## src/rtl/serial_alu_ctrl.sv

```systemverilog
`default_nettype none
// ============================================================================
// Module   : serial_alu_ctrl
// Brief    : Bit-serial controller driving an external 1-bit ALU slice, LSB first.
// Revision : 1.0
// ============================================================================
module serial_alu_ctrl #(
    parameter int WIDTH = 8
) (
    input  logic             clk,
    input  logic             rst,
    input  logic             start,
    input  logic [2:0]       op,
    input  logic [WIDTH-1:0] a,
    input  logic [WIDTH-1:0] b,
    input  logic             cin,
    output logic             busy,
    output logic             done,
    output logic [WIDTH-1:0] result,
    output logic             cb_flag,
    output logic             zero_flag,
    output logic             slice_in1,
    output logic             slice_in2,
    output logic             slice_cb_in,
    output logic [2:0]       slice_code_op,
    input  logic             slice_result,
    input  logic             slice_cb_out
);

    localparam int CW = (WIDTH > 2) ? $clog2(WIDTH) : 1;
    localparam logic [CW-1:0] c_LAST = CW'(WIDTH - 1);

    localparam logic [1:0] c_IDLE = 2'd0;
    localparam logic [1:0] c_RUN  = 2'd1;
    localparam logic [1:0] c_DONE = 2'd2;

    logic [1:0]       r_state;
    logic [WIDTH-1:0] r_a;
    logic [WIDTH-1:0] r_b;
    logic [2:0]       r_op;
    logic             r_cb;
    logic [CW-1:0]    r_cnt;
    logic [WIDTH-1:0] r_shift;
    logic [WIDTH-1:0] r_result;
    logic             r_cb_flag;
    logic             r_zero;
    logic [WIDTH-1:0] w_shift_nxt;
    logic             w_run;

    assign w_run       = (r_state == c_RUN);
    assign w_shift_nxt = {slice_result, r_shift[WIDTH-1:1]};

    // Slice is only driven while an operation is actually shifting.
    assign slice_in1     = w_run ? r_a[0] : 1'b0;
    assign slice_in2     = w_run ? r_b[0] : 1'b0;
    assign slice_cb_in   = w_run ? r_cb   : 1'b0;
    assign slice_code_op = w_run ? r_op   : 3'b000;

    assign busy      = (r_state != c_IDLE);
    assign done      = (r_state == c_DONE);
    assign result    = r_result;
    assign cb_flag   = r_cb_flag;
    assign zero_flag = r_zero;

    always_ff @(posedge clk) begin
        if (rst) begin
            r_state   <= c_IDLE;
            r_a       <= '0;
            r_b       <= '0;
            r_op      <= 3'b000;
            r_cb      <= 1'b0;
            r_cnt     <= '0;
            r_shift   <= '0;
            r_result  <= '0;
            r_cb_flag <= 1'b0;
            r_zero    <= 1'b0;
        end else begin
            case (r_state)
                c_IDLE: begin
                    if (start) begin
                        r_a       <= a;
                        r_b       <= b;
                        r_op      <= op;
                        r_cb      <= cin;
                        r_cnt     <= '0;
                        r_shift   <= '0;
                        r_result  <= '0;
                        r_cb_flag <= 1'b0;
                        r_zero    <= 1'b0;
                        r_state   <= c_RUN;
                    end
                end
                c_RUN: begin
                    r_a     <= r_a >> 1;
                    r_b     <= r_b >> 1;
                    r_shift <= w_shift_nxt;
                    r_cb    <= slice_cb_out;
                    r_cnt   <= r_cnt + CW'(1);
                    // Published outputs only change on the final bit, so they hold stable otherwise.
                    if (r_cnt == c_LAST) begin
                        r_result  <= w_shift_nxt;
                        r_cb_flag <= slice_cb_out;
                        r_zero    <= (w_shift_nxt == '0);
                        r_state   <= c_DONE;
                    end
                end
                c_DONE: begin
                    r_state <= c_IDLE;
                end
                default: begin
                    r_state <= c_IDLE;
                end
            endcase
        end
    end

endmodule
`default_nettype wire

```

## config.mk

```make
export PLATFORM = sky130hd
export DESIGN_NAME = serial_alu_ctrl
export DESIGN_NICKNAME = d
export VERILOG_FILES = /design/src/rtl/serial_alu_ctrl.sv
export SDC_FILE = /design/constraint.sdc
export NUM_CORES = 1
export LEC_CHECK = 0
export CORE_ASPECT_RATIO = 2
export CORE_MARGIN = 2
export CORE_UTILIZATION = 54
export CTS_BUF_LIST = sky130_fd_sc_hd__clkbuf_8
export DETAILED_ROUTE_END_ITERATION = 7
export PLACE_DENSITY_LB_ADDON = 0.2
export SLEW_MARGIN = 20
export SYNTH_ARGS = -nofsm -noshare
export SYNTH_HDL_FRONTEND = slang
export SYNTH_SLANG_ARGS = --single-unit
export TNS_END_PERCENT = 20
```

## constraint.sdc

```tcl
create_clock -name clk -period 2.8 [get_ports clk]
set_input_delay 0.28 -clock clk [delete_from_list [all_inputs] [get_ports clk]]
set_output_delay 0.28 -clock clk [all_outputs]
set_load 0.05 [all_outputs]
```

# --- Word-level counts from Yosys, hierarchy flattened ---
# Cells that the tools add are included.
# W data, S select, Z words.
totals:
  register_bits: 43
classes:
  add_sub_neg: 1
  eq_ne: 5
  reduce_logical: 8
  n_mux: 24
op_table:
  columns: ["op", "n"]
  rows:
  - ["$pmux W8 S2", 4]
  - ["$mux W8", 4]
  - ["$logic_not A8 Y1", 1]
  - ["$mux W1", 7]
  - ["$mux W3", 2]
  - ["$pmux W1 S2", 3]
  - ["$pmux W3 S2", 1]
  - ["$reduce_and A2 Y1", 3]
  - ["$mux W2", 2]
  - ["$pmux W2 S2", 1]
  - ["$reduce_bool A2 Y1", 2]
  - ["$add A3 B1 Y3 const B", 1]
  - ["$eq A3 B3 Y1 const B", 1]
  - ["$reduce_and A3 Y1", 1]
  - ["$eq A2 B1 Y1 const B", 1]
  - ["$eq A2 B2 Y1 const B", 1]
  - ["$logic_not A2 Y1", 1]
  - ["$ne A2 B1 Y1 const B", 1]
  - ["$ne A2 B2 Y1 const B", 1]

# --- Depth between registers and ports, before layout ---
# Gate-level depths: netlist (run 1).
logic_depth:
  depth_word: 3
  ltp_mapped: 6

# --- Least setup slack after synthesis (run 1) ---
# Ideal clock, no wire load.
synth_timing:
  path_type: "register to output"
  from: "register r_state[0]"
  to: "output port done"
  t_arrival_ns: 1.275
  stages_incl_launch_ff: 4
  slack_ns: 1.245
  n_path_buf: 2
  required_ns: 2.520
  path_cell_list: "dfxtp_1 > buf_6 > buf_6 > nor2_1"
synth_via:
  elab_chain_len: 1
synth_rtl:
  columns: ["element", "line_no", "text"]
  rows:
  - ["start: declaration", "37", "logic [1:0] r_state;"]
  - ["start signal: assignment", "67", "r_state <= c_IDLE;"]
  - ["start signal: assignment", "90", "r_state <= c_RUN;"]
  - ["start signal: assignment", "104", "r_state <= c_DONE;"]
  - ["$eq A2 B2 Y1", "60", "assign done = (r_state == c_DONE);"]
  - ["end: declaration", "18", "output logic done,"]
# No other way between the ends.

# --- Worst setup path after layout (run 1) ---
layout_timing:
  from: "register r_state[0]"
  to: "output port busy"
layout_via:
  elab_chain_len: 1
layout_rtl:
  columns: ["element", "line_no", "text"]
  rows:
  - ["$reduce_bool A2 Y1", "59", "assign busy = (r_state != c_IDLE);"]
  - ["end: declaration", "17", "output logic busy,"]
# No other way between the ends.

==> impl_metrics.json, run 1 <==
{
  "num_vias": 1347,
  "slew_violations": 0,
  "drt_iter0_markers": 48,
  "yosys.area.top_type_share_pct": 49.7,
  "cts_tree": "done",
  "io_pins": 43,
  "port_buffers": 42,
  "final_hold_viol_count": 0,
  "row_count": 28,
  "worstMarginPinSlew_ns": 0.792,
  "core_um2": 2980,
  "power_density_nw_per_um2": 534,
  "synth_common_cells": "dfxtp_1 (42), nor2_1 (32), mux2i_1 (19)",
  "synth-main-ff-cell": "dfxtp_1",
  "use_met2_pct": 37.0,
  "nets": 230,
  "end_kind": "output pin",
  "initial_core_util_pct": 56.8,
  "worstHoldPathType": "register to register",
  "period_share_pct": 76.0,
  "clockRootBuffer": "clkbuf_8",
  "antenna_found_initial": 0,
  "yosys_warnings": 0,
  "wl_mm": 3.53,
  "die_h_um": 83.1,
  "grt_max_degree": 32,
  "cpPeakStageDelay_ns": 0.79,
  "hpwlAfterDp_mm": 2.68,
  "numCtsBuffers": 5,
  "drt-pass1-iter-count": 4,
  "synth_seq_cells": 42,
  "status": "finished clean",
  "die_area_um2": 3620,
  "grt_usage_pct": 21.6,
  "r2r-start": "r_state[0]$_SDFFE_PP0P_",
  "synth.area.top_cells": "dfxtp_1 (50%), mux2i_1 (11%), a211oi_1 (7.1%)",
  "dieWidth_um": 43.6,
  "grt_use_met3_pct": 5.87,
  "areaGrowthSynthToFinish_pct": 32.9,
  "synthMostInstantiatedCell": "dfxtp_1",
  "synth_fp_nets": 191,
  "slowest_stage": "clkdlybuf4s50_1",
  "ant_nets": 0,
  "grt_pass1_vias": 1300,
  "gp_congestion": 0.783,
  "numClockSinks": 42,
  "cts_resized": 0,
  "timing.rr.end": "result[2]$_SDFFE_PP0P_",
  "slew-limit-headroom_pct": 47.1,
  "crit_chain": "or2_2 -> clkdlybuf4s50_1",
  "drive_above_1_share_pct": 10.8,
  "critPathLaunchType": "register",
  "regToRegSetupSlack_ns": 0.97,
  "tns_ns": 0,
  "design_area_um2": 2250,
  "post_cts_buffers": 0,
  "setup_violations": 0,
  "yosysTopAreaCell": "dfxtp_1",
  "via_per_inst": 5.76,
  "worstHoldStart": "result[5]$_SDFFE_PP0P_",
  "period_needed_ns": 2.13,
  "insertion_delay_ns": 0.30,
  "placement.cell_area_um2": 2150,
  "cp_num_buf_inv": 1,
  "fillers": 226,
  "crit_family": "buffers and inverters",
  "crit_type": "register to output pin",
  "antenna_cells": 0,
  "fmax_mhz": 470,
  "synthCells": 164,
  "grt_first_pass_wirelength_mm": 5.91,
  "syn-cell-area_um2": 1690,
  "avgSynthCellArea_um2": 10.3,
  "synthDistinctLibCells": 22,
  "cts_htree_levels": 2,
  "ir_drop_v": 0.000427,
  "maxCapViolCount": 0,
  "cp_max_fo": 11,
  "drcViolationCount": 0,
  "globalRouteOverflowTotal": 0,
  "ff2ff_path_depth": 4,
  "p_leak_nw": 0.889,
  "ctsHoldBuffers": 0,
  "synthArstFlopShare_pct": 0,
  "wl_per_cell_um": 15.1,
  "clock-skew-final_ns": 0.00338,
  "met1_usage_pct": 23.5,
  "rsz0062_at_grt": "false",
  "clock_path_buffers": 2,
  "critical_path_arrival_ns": 1.85,
  "finalPower_w": 0.00120,
  "holdPathEnd": "result[5]$_SDFFE_PP0P_",
  "clk_pin_slew_ns": 0.08,
  "cp.required_ns": 2.52,
  "worstHoldPathCells": 1,
  "yosysSeqAreaShare_pct": 49.7,
  "busiest_layer": "met2",
  "synth_edf_count": 0
}
==> state kept, by name (all words and copies together), names as in the netlist <==
register   flops
zero_flag      1
r_a            8
r_cnt          3
r_shift        7
cb_flag        1
r_cb           1
r_b            8
r_state        2
result         8
r_op           3
==> placed cells by master, fill, tap and decap left out <==
cell | netlist | routed
clkinv_2 | 0 | 1
a22oi_1 | 11 | 11
a22o_1 | 10 | 10
nor3_1 | 1 | 1
or2_2 | 1 | 1
a21oi_4 | 1 | 1
and2_1 | 6 | 6
clkbuf_8 | 0 | 6
mux2_2 | 1 | 1
buf_4 | 2 | 3
a211oi_1 | 16 | 16
mux2i_1 | 19 | 19
nor2b_1 | 1 | 1
clkdlybuf4s50_1 | 0 | 36
o21ba_2 | 1 | 1
ha_1 | 2 | 2
nor2_1 | 32 | 32
buf_12 | 0 | 6
o21bai_1 | 1 | 1
or4_1 | 2 | 2
inv_1 | 2 | 3
dfxtp_1 | 42 | 42
nor3b_2 | 2 | 2
==> worst register-to-register path, delay by kind of cell, from the launching register on <==
| kind | cells | cell delay (ns) |
|---|---|---|
| AOI/OAI and AO/OA | 1 | 0.22 |
| DFF | 1 | 0.58 |
| buffers and inverters | 1 | 0.22 |
| and+or+nand+nor | 2 | 0.75 |
==> final cells by class <==
type | count | area (um^2) | area share, %
Inverter | 2 | 7.51 | 0.334
Timing Repair Buffer | 45 | 503 | 22.4
Clock buffer | 6 | 82.6 | 3.68
Multi-Input combinational cell | 107 | 766 | 34.1
Tap cell | 30 | 37.5 | 1.67
Sequential cell | 42 | 841 | 37.4
Clock inverter | 2 | 8.76 | 0.390
==> power breakdown <==
group	leakage [nW]	total [W]	switching (W)	internal, W
Clock	0.0524	0.000391	0.000196	0.000195
Sequential	0.344	0.000642	0.0000175	0.000624
Combinational	0.493	0.000166	0.0000807	0.0000856
Total	0.889	0.00120	0.000295	0.000905
==> per-stage QoR <==
stage                     hold WS (ns)  setup WS (ns)  std cells  util (%)
after detailed placement         0.467          0.927        226      72.4
final                            0.481          0.671        234      75.4
after global routing             0.496          0.581        234      75.4
after global placement           0.455          0.951        226      72.4
after CTS                        0.481          0.651        234      75.4
after floorplan                  0.406           1.25        164         -
==> kinds of logic (layout without fill, tap and decap cells) <==
kind of cell,count (synthesis),in the layout,synth area share [%]
buffers and inverters,15,55,4.96
adders and majority gates,2,2,1.48
AOI/OAI and AO/OA,40,40,19.2
muxes,20,20,11.9
DFF,42,42,49.7
and+or+nand+nor,45,45,12.7
==> layer usage <==
metal / up-vias / routed length (um)
li1: 669 / -
met4: 0 / 69
met3: 7 / 163
met2: 45 / 2020
met5: - / 0
met1: 626 / 1280
==> how the worst max path moves through the flow <==
stage	start	slack, ns	depth (start not counted)	end
after floorplan	r_state[0]$_SDFFE_PP0P_	1.25	3	done
after global placement	rst	0.95	4	result[5]$_SDFFE_PP0P_
after detailed placement	rst	0.93	3	result[2]$_SDFFE_PP0P_
after CTS	r_state[0]$_SDFFE_PP0P_	0.65	2	busy
after global routing	r_state[0]$_SDFFE_PP0P_	0.58	2	busy
final	r_state[0]$_SDFFE_PP0P_	0.67	2	busy
Power figures use the tool's default switching activity.
==> inputs of run 2 (changes only) <==
CORE_UTILIZATION = 50   (was 54)
clock period = 2.05 ns   (was 2.8 ns; I/O delays follow)
==> impl_metrics.json, run 2 (synthesized netlist as in run 1, its figures left out) <==
{
  "status": "finished clean",
  "grt_first_pass_wirelength_mm": 5.75,
  "grt_pass1_vias": 1308,
  "antenna_found_initial": 0,
  "final_hold_viol_count": 0,
  "antenna_cells": 0,
  "setup_violations": 0,
  "wl_per_cell_um": 13.9,
  "power_switching_w": 0.000409,
  "final_common_cell": "dfxtp_1",
  "critPathLaunchType": "register",
  "regArea_um2": 841,
  "cts_resized": 0,
  "clock-skew-final_ns": 0.00963,
  "rsz0062_at_grt": "false",
  "hpwlAfterDp_mm": 2.36,
  "clock_path_buffers": 2,
  "grt_max_degree": 32,
  "numClockSinks": 42,
  "globalRouteOverflowTotal": 0,
  "cp.required_ns": 1.85,
  "core_um2": 3190,
  "die_area_um2": 3890,
  "cts_tree": "done",
  "ant_nets": 0,
  "row_count": 29,
  "cp_max_fo": 16,
  "end_kind": "output pin",
  "initial_core_util_pct": 52.9,
  "slew-limit-headroom_pct": 47.0,
  "drt_iter0_markers": 11,
  "nets": 230,
  "io_pins": 43,
  "port_buffers": 42,
  "seq_power_share_pct": 50.3,
  "insertion_delay_ns": 0.30,
  "clkPwrFrac_pct": 36.4,
  "drcViolationCount": 0,
  "p_int_w": 0.00133,
  "ctsHoldBuffers": 0,
  "worstHoldPathType": "register to register",
  "drt-pass1-iter-count": 4,
  "post_cts_buffers": 0,
  "cp_num_buf_inv": 2,
  "crit_type": "register to output pin",
  "grt_usage_pct": 19.7,
  "layout_common_cells": "dfxtp_1 (42), clkdlybuf4s50_1 (34), nor2_1 (32), mux2i_1 (19), a211oi_1 (16)",
  "slowest_stage": "dfxtp_1",
  "tns_ns": 0,
  "period_share_pct": 91.0,
  "crit_family": "flip-flops",
  "design_area_um2": 2270,
  "worstMarginPinSlew_ns": 0.794,
  "switching_share_pct": 23.5,
  "numCtsBuffers": 5,
  "maxCapViolCount": 0,
  "cts_htree_levels": 2,
  "areaGrowthSynthToFinish_pct": 34.4,
  "die_h_um": 86.2,
  "via_per_inst": 5.53,
  "wl_mm": 3.27,
  "ir_drop_v": 0.000625,
  "clk_pin_slew_ns": 0.08,
  "slew_violations": 0,
  "power_density_nw_per_um2": 766,
  "fmax_mhz": 536,
  "num_vias": 1300,
  "crit_chain": "nor2b_1 -> buf_4 -> and2_1 -> buf_12",
  "combPwrFrac_pct": 13.2,
  "placement.cell_area_um2": 2160,
  "dieWidth_um": 45.1,
  "period_needed_ns": 1.87,
  "multi_input_area_um2": 766,
  "gp_congestion": 0.781,
  "drive_above_1_share_pct": 12.3,
  "clockRootBuffer": "clkbuf_8",
  "p_leak_nw": 0.902,
  "critical_path_arrival_ns": 1.66,
  "fillers": 237,
  "cpPeakStageDelay_ns": 0.54
}
run 2: cell count changes in the layout (fill, tap and decap cells not counted), sizes merged:
cell	previous run	this run
clkbuf	6	5
clkdlybuf4s50	36	34
clkinv	1	2
bufinv	0	1
buf	9	11
inv	3	2
run 2: path summary, 6_finish.rpt:
| kind | startpoint | end | slack (ns) | depth (start not counted) |
|---|---|---|---|---|
| setup / recovery | r_state[0]$_SDFFE_PP0P_ | slice_code_op[1] | 0.18 | 4 |
| hold / removal | result[2]$_SDFFE_PP0P_ | result[2]$_SDFFE_PP0P_ | 0.48 | 1 |
| setup reg to reg | r_state[0]$_SDFFE_PP0P_ | result[4]$_SDFFE_PP0P_ | 0.44 | 3 |
| hold reg to reg | result[2]$_SDFFE_PP0P_ | result[2]$_SDFFE_PP0P_ | 0.48 | 1 |
run 2: layout make-up:
cell class,count,area share (%)
Sequential cell,42,37.0
Multi-Input combinational cell,107,33.7
Timing Repair Buffer,45,22.5
Clock inverter,3,1.76
Clock buffer,5,3.03
Tap cell,31,1.71
Inverter,2,0.330
run 2: stage by stage:
stage                     cells  setup WS (ns)  util [%]  hold slack [ns]  total power (W)
final                       235          0.185      71.2            0.479          0.00174
after global routing        235         0.0741      71.2            0.494          0.00181
after CTS                   235          0.184      71.2            0.481          0.00175
after detailed placement    227          0.335      67.8            0.467          0.00112
after global placement      227          0.408      67.8            0.461          0.00112
after floorplan             164          0.570         -            0.331          0.00103
run 2: power groups by stage:
stage | Combinational, W | Clock [W] | Sequential, W
after CTS | 0.000233 | 0.000647 | 0.000875
after detailed placement | 0.000231 | 0 | 0.000894
after global routing | 0.000255 | 0.000678 | 0.000880
after global placement | 0.000226 | 0 | 0.000892
after floorplan | 0.000147 | 0 | 0.000886
final | 0.000230 | 0.000634 | 0.000876
run 2: layer usage:
layer / global-route usage, % / up-vias / share of wire, %
met5: 0 / - / 0
met4: 9.89 / 0 / 2.2
met3: 5.21 / 9 / 4.8
met2: 33.1 / 35 / 54
met1: 21.9 / 588 / 39
li1: - / 668 / -
